--- src/rtl/regfile_scoreboard.sv ---
// Register file with one write port, two combinational read ports and a pending bit per register.
// Latency: reads are zero-latency (optional same-cycle write bypass); writes and pending bits update on falling clk.
// Backpressure: none; every write and issue strobe presented before a falling edge is taken on that edge.
module regfile_scoreboard #(
  parameter int  WIDTH    = 32,
  parameter int  DEPTH    = 32,
  parameter bit  ZERO_REG = 1'b1,
  parameter bit  BYPASS   = 1'b1,
  localparam int ADDR_W   = $clog2(DEPTH)
) (
  input  logic              clk,
  input  logic              reset,
  input  logic              wr_en,
  input  logic [ADDR_W-1:0] wr_addr,
  input  logic [WIDTH-1:0]  wr_data,
  input  logic              pend_set,
  input  logic [ADDR_W-1:0] pend_addr,
  input  logic [ADDR_W-1:0] rd_addr_a,
  input  logic [ADDR_W-1:0] rd_addr_b,
  output logic [WIDTH-1:0]  rd_data_a,
  output logic [WIDTH-1:0]  rd_data_b,
  output logic              rd_pend_a,
  output logic              rd_pend_b
);

  logic [WIDTH-1:0] regs [DEPTH];
  logic [DEPTH-1:0] pend;
  logic [DEPTH-1:0] pend_nxt;
  logic             wr_ok;
  logic             set_ok;
  logic             byp_ok;

  // With a hardwired zero register, strobes aimed at address 0 are simply dropped.
  assign wr_ok  = wr_en && !(ZERO_REG && (wr_addr == '0));
  assign set_ok = pend_set && !(ZERO_REG && (pend_addr == '0));
  assign byp_ok = BYPASS && wr_ok && !reset;

  // Clear first, then set: a new producer issued on the retiring edge keeps the register pending.
  always_comb begin
    pend_nxt = pend;
    if (wr_ok) pend_nxt[wr_addr] = 1'b0;
    if (set_ok) pend_nxt[pend_addr] = 1'b1;
  end

  always_ff @(negedge clk or posedge reset) begin
    if (reset) begin
      pend <= '0;
      for (int i = 0; i < DEPTH; i++) regs[i] <= '0;
    end else begin
      pend <= pend_nxt;
      if (wr_ok) regs[wr_addr] <= wr_data;
    end
  end

  always_comb begin
    rd_data_a = regs[rd_addr_a];
    rd_pend_a = pend[rd_addr_a];
    if (byp_ok && (wr_addr == rd_addr_a)) begin
      rd_data_a = wr_data;
      rd_pend_a = 1'b0;
    end
    if (ZERO_REG && (rd_addr_a == '0)) begin
      rd_data_a = '0;
      rd_pend_a = 1'b0;
    end
  end

  always_comb begin
    rd_data_b = regs[rd_addr_b];
    rd_pend_b = pend[rd_addr_b];
    if (byp_ok && (wr_addr == rd_addr_b)) begin
      rd_data_b = wr_data;
      rd_pend_b = 1'b0;
    end
    if (ZERO_REG && (rd_addr_b == '0)) begin
      rd_data_b = '0;
      rd_pend_b = 1'b0;
    end
  end

endmodule
--- config.mk ---
export PLATFORM = sky130hd
export DESIGN_NAME = regfile_scoreboard
export DESIGN_NICKNAME = d
export VERILOG_FILES = /design/src/rtl/regfile_scoreboard.sv
export SDC_FILE = /design/constraint.sdc
export NUM_CORES = 2
export LEC_CHECK = 0
export CAP_MARGIN = 20
export CELL_PAD_IN_SITES_DETAIL_PLACEMENT = 1
export CELL_PAD_IN_SITES_GLOBAL_PLACEMENT = 2
export CORE_UTILIZATION = 46
export CTS_CLUSTER_DIAMETER = 100
export DETAILED_ROUTE_END_ITERATION = 10
export PLACE_DENSITY_LB_ADDON = 0.1
export SYNTH_ARGS = -nofsm -noshare
export SYNTH_HDL_FRONTEND = slang
export SYNTH_SLANG_ARGS = --single-unit
--- constraint.sdc ---
create_clock -name clk -period 50.6 [get_ports clk]
set_input_delay 12.65 -clock clk [delete_from_list [all_inputs] [get_ports clk]]
set_output_delay 12.65 -clock clk [all_outputs]
set_load 0.01 [all_outputs]
* After elaboration in Yosys (flattened, before gate mapping)
Cells that the tools add are included.
** Cells by class
- Order comparisons :: 10
- Equality and inequality tests :: 2
- Muxes and demuxes :: 27
- Bitwise logic cells :: 6
- Reductions and logical operators :: 15
** Operators with widths (number)
- $bwmux W1024 :: 1
- $mux W32 :: 11
- $bmux W32 S5 :: 2
- $demux W32 S5 :: 1
- $and A32 B32 Y32 :: 1
- $not A32 Y32 :: 1
- $or A32 B32 Y32 :: 1
- $lt A5 B6 Y1 const B :: 4
- $logic_not A5 Y1 :: 4
- $ge A6 B6 Y1 const B :: 3
- $not A5 Y6 :: 3
- $bmux W1 S5 :: 2
- $demux W1 S5 :: 2
- $eq A5 B5 Y1 :: 2
- $ge A5 B1 Y1 const B :: 2
- $logic_and A1 B1 Y1 :: 8
- $mux W1 :: 8
- $lt A6 B1 Y1 const B :: 1
- $logic_not A1 Y1 :: 3
** Storage, ports and cells
- Flip-flop bits (word level) :: 1056
- Input port bits :: 56
- Output and inout port bits :: 66
- Word-level logic and storage cells :: 93

* Logic depth before layout (Yosys ltp)
- Depth after elaboration :: 9
- Gate-level depth with buffers :: 10
- Gate-level depth less buffers :: 5

==> qor.csv <==
metric,value,unit
status,"complete, no violations",
Die Ht,352,microns
Chip Width,352,microns
DR vias,38700,
"Slowest-stage cell, CP",clkdlybuf4s50_1,
"FF+latch count, synth",1056,
post_cts resized,0,
Setup crit start,regs[979]$_DFFE_NP0P_,
storage element area,26400,sq um
post-CTS setup buffers,0,
residual DRC count,0,
CP Capture Type,output port,
Post-Syn Area,56500,sq um
WS Path Type,reg -> out,
Syn. warnings,0,
"leading cell type in the layout, fill and taps excluded",mux2_2,
share of layout cells above drive strength 1,46.9,%
Fin Clk Skew,0,ns
RSZ-0062 raised after global routing,no,
Netlist cell types,50,
maximum VDD drop,0.0343,mV
Finish-stage setup viols,0,
Max Slew Vio Count,0,
Critical Path RT,37.95,ns
reg2reg path depth,1,
PD cells,40.6,nW/um^2
Placer Congestion,0.784,
drt initial violations,3187,
TritonCTS clock tree,yes,
prevailing post-synth register cell,dfrtn_1,
worst-margin pin slew,1.13,ns
Startpoint Class,flop,
worst setup path end,rd_data_a[19],
worst relative slew slack,24.4,%
Clock Path Buffers,3,
clk sink count,1056,
vias in the first global route,42200,
max cap viols,0,
Post-synth ARST share,100,%
IO buf count,121,
vias per inst,6.81,
HPWL Detailed,113000,microns
post-synthesis net count,4101,
Area after DPL,58800,sq um
sequential cell area fraction in the yosys report,46.8,%
Multi-input gate area,28300,sq um
crit-path max FO,3,
"CTS clk-pin slew, worst paths",0.04,ns
Syn Area/Cell,14.0,sq um
Placement Rows,128,
"commonest cells after routing, fill and taps aside","mux2_2 (1119), dfrtn_1 (1056), mux4_2 (402), nor3_1 (221), o22ai_1 (160)",
largest net degree at the start of global routing,191,
Inst Count DP,5420,
Area Growth Syn to Fin,12.7,%
clk root buf,clkbuf_16,
Leak,0.0273,uW
global-route wire length before repair,304000,microns
final worst slack,9.17,ns
Hold/Removal Path Class,reg -> reg,
full die area,124000,sq um
FF-to-FF Start,regs[383]$_DFFE_NP0P_,
hold slack,0.353,ns
CP dominant cell by count,nor3_1,
"slowest stage delay, CP",0.68,ns
Mapped Cells,4045,
Starting Density,46.4,%
fill count,11600,
CTS Hold Bufs,0,
gr usage total,33.6,%
initial antenna violation count,13,
I/O pin total,122,
critical-path cell list,mux2i_1 -> a221o_1 -> nor3_1 -> nor3_1 -> nor3_1 -> clkdlybuf4s50_1,
cts bufs inserted,121,
detailed-router iteration count before antenna repair,5,
post-route design area,63600,sq um
clock latency on the worst-skew pair,0.68,ns
total grt overflow,0,
Routed WL,208000,microns
dpl ws,8.81,ns
endpoints failing hold,0,
post-route core utilization,52.3,%
H-tree levels,3,
Final Non-Filler Cells,5678,
final-stage net count,4002,
CP arrival,28.78,ns
antenna-violating nets left,0,
Worst R2R End,regs[383]$_DFFE_NP0P_,
core footprint,122000,sq um
Post-synth EDFFs,0,
FF-to-FF setup slack,49.76,ns
DR WL/cell,36.6,microns
==> power breakdown <==
group | total (uW) | leakage [uW] | switching [uW] | internal, uW
clock network | 911 | 0.00206 | 377 | 534
logic | 524 | 0.0117 | 219 | 305
registers | 1150 | 0.0135 | 124 | 1020
==> registers in the layout, indices dropped and copies added, names as in the netlist <==
name / flops
pend: 32
regs: 1024
==> worst min-delay path by stage <==
stage / depth (start not counted) / end / start / slack, ns
after floorplan: 1 / pend[0]$_DFF_NP0_ / pend[0]$_DFF_NP0_ / 0.40
after global placement: 0 / regs[1011]$_DFFE_NP0P_ / regs[1011]$_DFFE_NP0P_ / 0.34
after detailed placement: 0 / regs[997]$_DFFE_NP0P_ / regs[997]$_DFFE_NP0P_ / 0.35
after CTS: 0 / regs[997]$_DFFE_NP0P_ / regs[997]$_DFFE_NP0P_ / 0.35
after global routing: 0 / regs[1014]$_DFFE_NP0P_ / regs[1014]$_DFFE_NP0P_ / 0.35
final: 0 / regs[1010]$_DFFE_NP0P_ / regs[1010]$_DFFE_NP0P_ / 0.35
==> cell usage after synthesis, drive strengths merged (34+ instances only) <==
cell type | instances | area, sq um
nor2b | 38 | 238
o22ai | 160 | 1000
mux2i | 132 | 1320
mux2 | 1122 | 12600
clkbuf | 286 | 1070
mux4 | 402 | 9050
dfrtn | 1056 | 26400
a221o | 62 | 621
nor4 | 34 | 219
nor3 | 224 | 1130
nor2 | 171 | 642
buf | 175 | 851
==> layout make-up <==
cell class / instances / share of cell area [%]
antenna: 3 / 0.0118
clock buffer: 175 / 5.70
clock inverter: 52 / 0.750
inverter: 7 / 0.0492
multi-input combinational: 2521 / 44.5
sequential: 1056 / 41.5
tap: 1625 / 3.20
timing repair buffer: 239 / 4.24
==> through the flow <==
| step | setup TNS [ns] | power, uW |
|---|---|---|
| finish | 0 | 2580 |
| global route | 0 | 2680 |
| CTS | 0 | 2580 |
| detailed placement | 0 | 1670 |
| floorplan | -1598.65 | 1510 |
| global placement | 0 | 1620 |
==> critical path, delay by kind of cell (launching register included) <==
kind                   cells  cell delay (ns)
AOI/OAI and AO/OA          1             0.38
and+or+nand+nor            3             1.20
DFF                        1             0.45
muxes                      1             0.09
buffers and inverters      1             0.68
==> kinds of logic (layout without fill, tap and decap cells) <==
family	count (synthesis)	after routing	synth area share, %
XOR/XNOR	10	10	0.155
AO/OA/AOI/OAI	307	307	4.01
AND/OR/NAND/NOR	548	548	4.81
other	0	3	0
multiplexers	1656	1656	40.8
buffers and inverters	468	473	3.46
flip-flops	1056	1056	46.8
==> layer usage <==
layer | up-vias | wire [microns] | GRT usage (%)
li1 | 15300 | - | -
met1 | 21300 | 89400 | 47.7
met2 | 1635 | 95600 | 51.7
met3 | 439 | 15200 | 6.19
met4 | 8 | 7740 | 12.4
met5 | - | 49 | 0
Power figures use the tool's default switching activity.
==> RTL change (config.mk and constraints unchanged) <==
Change the parameter `WIDTH` from 32 to 36.
--- a/src/rtl/regfile_scoreboard.sv
+++ b/src/rtl/regfile_scoreboard.sv
@@ -3,5 +3,5 @@
 // Backpressure: none; every write and issue strobe presented before a falling edge is taken on that edge.
 module regfile_scoreboard #(
-  parameter int  WIDTH    = 32,
+  parameter int  WIDTH    = 36,
   parameter int  DEPTH    = 32,
   parameter bit  ZERO_REG = 1'b1,
Interface: changed (resized rd_data_a, rd_data_b and wr_data); port bits go from 122 to 134. No check against the original RTL was run, so the function may have changed too.
==> RTL change against the original RTL <==
- sequential share of layout area is essentially flat
- critical path type unchanged
- synthesized cell count grew 9.1%
- power grew 12%
- via count grew 8.2%
- clock skew is the same
- routed wire length grew 9.0%
- setup slack gained 0.19 ns
- final area grew 12%
- hold slack lost 0.0091 ns
- highest routed layer is now met4
- area after synthesis grew 14%
- sequential cell count grew 128
==> RTL change: results (changes against the original RTL) <==
- HP Class: reg2reg
- Routed len/inst: 36.07 um (-1.5%)
- Largest net degree at the start of global routing: 166 (-13%)
- DRT Pass-1 Iters: 5 (unchanged)
- TritonCTS buffer count: 139 (+15%)
- DR vias/cell: 6.658 (-2.3%)
- Initial DRC count: 3243 (+1.8%)
- Final wirelength: 226.7 mm (+9.0%)
- Post-CTS Resized: 0 (unchanged)
- Clock buffer depth: 3 (unchanged)
- Cell count after placement: 6031 (+11%)
- Cell depth of the worst flop-to-flop path: 1 (unchanged)
- Fillers: 13180 (+14%)
- Synth area leaders: dfrtn_1 (46%), mux2_2 (20%), mux4_2 (16%)
- Max IR drop VDD: 0.02547 mV (-26%)
- GPL Wtd Cong: 0.7775 (-0.88%)
- Top flop regs: regs x1152, pend x32
- Commonest non-fill, non-tap cell in the layout: dfrtn_1
- Clock H-tree levels: 4 (+1)
- Post-Synthesis Cells: 4415 (+9.1%)
- Post-Place Setup Slack: 9.210 ns (+0.3962 ns)
- First-pass GRT wire length: 330.6 mm (+8.6%)
- Clk_lat worst skew: 0.70 ns (+0.02 ns)
- WP data arrival: 28.59 ns (-0.19 ns)
- Async SR Flop Fraction: 100.0% (unchanged)
- Hold Path Stages: 0 (unchanged)
- Static leakage: 30.90 nW (+13%)
- Initial antenna violation count: 11 (-2)
- Commonest cells in the netlist: dfrtn_1 (1184), mux2_2 (1116), mux4_2 (448)
- Dpl hpwl: 123.4 mm (+9.6%)
- Diodes inserted: 0 (-3)
- Tightest Pin Transition: 1.192 ns (+0.06056 ns)
- Final Skew: 0 ns (unchanged)
- Grt met2 use: 52.15% (+0.47 points)
- Status: completed
- Postcts setup bufs: 0 (unchanged)
- Layout cells sized above 1: 46.01% (-0.93 points)
- Most Used Layer, Global Route: met2
- Distinct cell type count after synthesis: 69 (+38%)
- Mapped Nets: 4475 (+9.1%)
- GR Layer Usage met3: 5.253% (-0.94 points)
- Root Driver: clkbuf_16
- YS warnings: 0 (unchanged)
- CP max FO: 3 (unchanged)
- Met1 usage: 45.11% (-2.5 points)
- Reg clk slew, reported paths: 0.04 ns (about the same)
- IO buf count: 133 (+9.9%)
- Setup violators final: 0 (unchanged)
- Number of global-route vias before repair: 44770 (+6.1%)
- Total global-route track usage: 32.55% (-1.1 points)
- Seq/Total Area, Yosys: 46.04% (-0.77 points)
RTL change: power by group:
group          switching [mW]  internal, mW  total [mW]  leakage, nW
logic                   0.242         0.335       0.577         13.4
registers               0.132          1.15        1.28         15.2
clock network           0.418         0.623        1.04         2.29
RTL change: stage by stage:
stage	instance area, um2	utilization [%]	hold slack (ns)
finish	71390	51.67	0.3439
CTS	71050	51.42	0.3469
global placement	66330	48.01	0.3405
global route	71390	51.67	0.3536
detailed placement	66390	48.05	0.3470
floorplan	64350	-	0.4019
RTL change: layer usage:
layer	share of wire [%]	vias up	routed length, um
met5	0	-	0
met4	3.5	0	8032
met3	5.5	391	12580
met2	48	1277	108000
met1	43	23260	98090
li1	-	16930	-
RTL change: worst max-delay path, cell delays in order, from the launching register on:
cell and delay [ns]:
dfrtn_1 0.43, mux2i_1 0.08, a221o_1 0.38, nor3_2 0.43, nor3_1 0.15, nor3_1 0.48
clkdlybuf4s50_1 0.65
RTL change: worst paths after layout:
kind | start | to | slack (ns)
worst min register to register | pend[0] | pend[0] | 0.34
min in group asynchronous | reset | regs[1012] | 37.56
worst min-delay path | pend[0] | pend[0] | 0.34
worst max register to register | regs[129] | regs[129] | 49.76
worst max-delay path | regs[1020] | rd_data_a[12] | 9.36
max in group asynchronous | reset | regs[1031] | 10.21
RTL change: logic make-up (layout without fill, tap and decap cells):
group | count (synthesis) | count (layout) | share of synthesized area, %
muxes | 1859 | 1859 | 40.00
buffers and inverters | 517 | 525 | 4.523
AOI/OAI and AO/OA | 475 | 475 | 6.008
xor gates and xnor gates | 10 | 10 | 0.1361
and+or+nand+nor | 370 | 370 | 3.294
DFF | 1184 | 1184 | 46.04
RTL change: cell type report:
cell class / count / area (um2) / share of cell area (%)
Timing Repair Buffer: 271 / 2693 / 3.771
Clock buffer: 209 / 4210 / 5.897
Multi-Input combinational cell: 2714 / 32030 / 44.86
Inverter: 13 / 52.55 / 0.07361
Clock inverter: 32 / 451.7 / 0.6327
Sequential cell: 1184 / 29630 / 41.50
Tap cell: 1863 / 2331 / 3.265
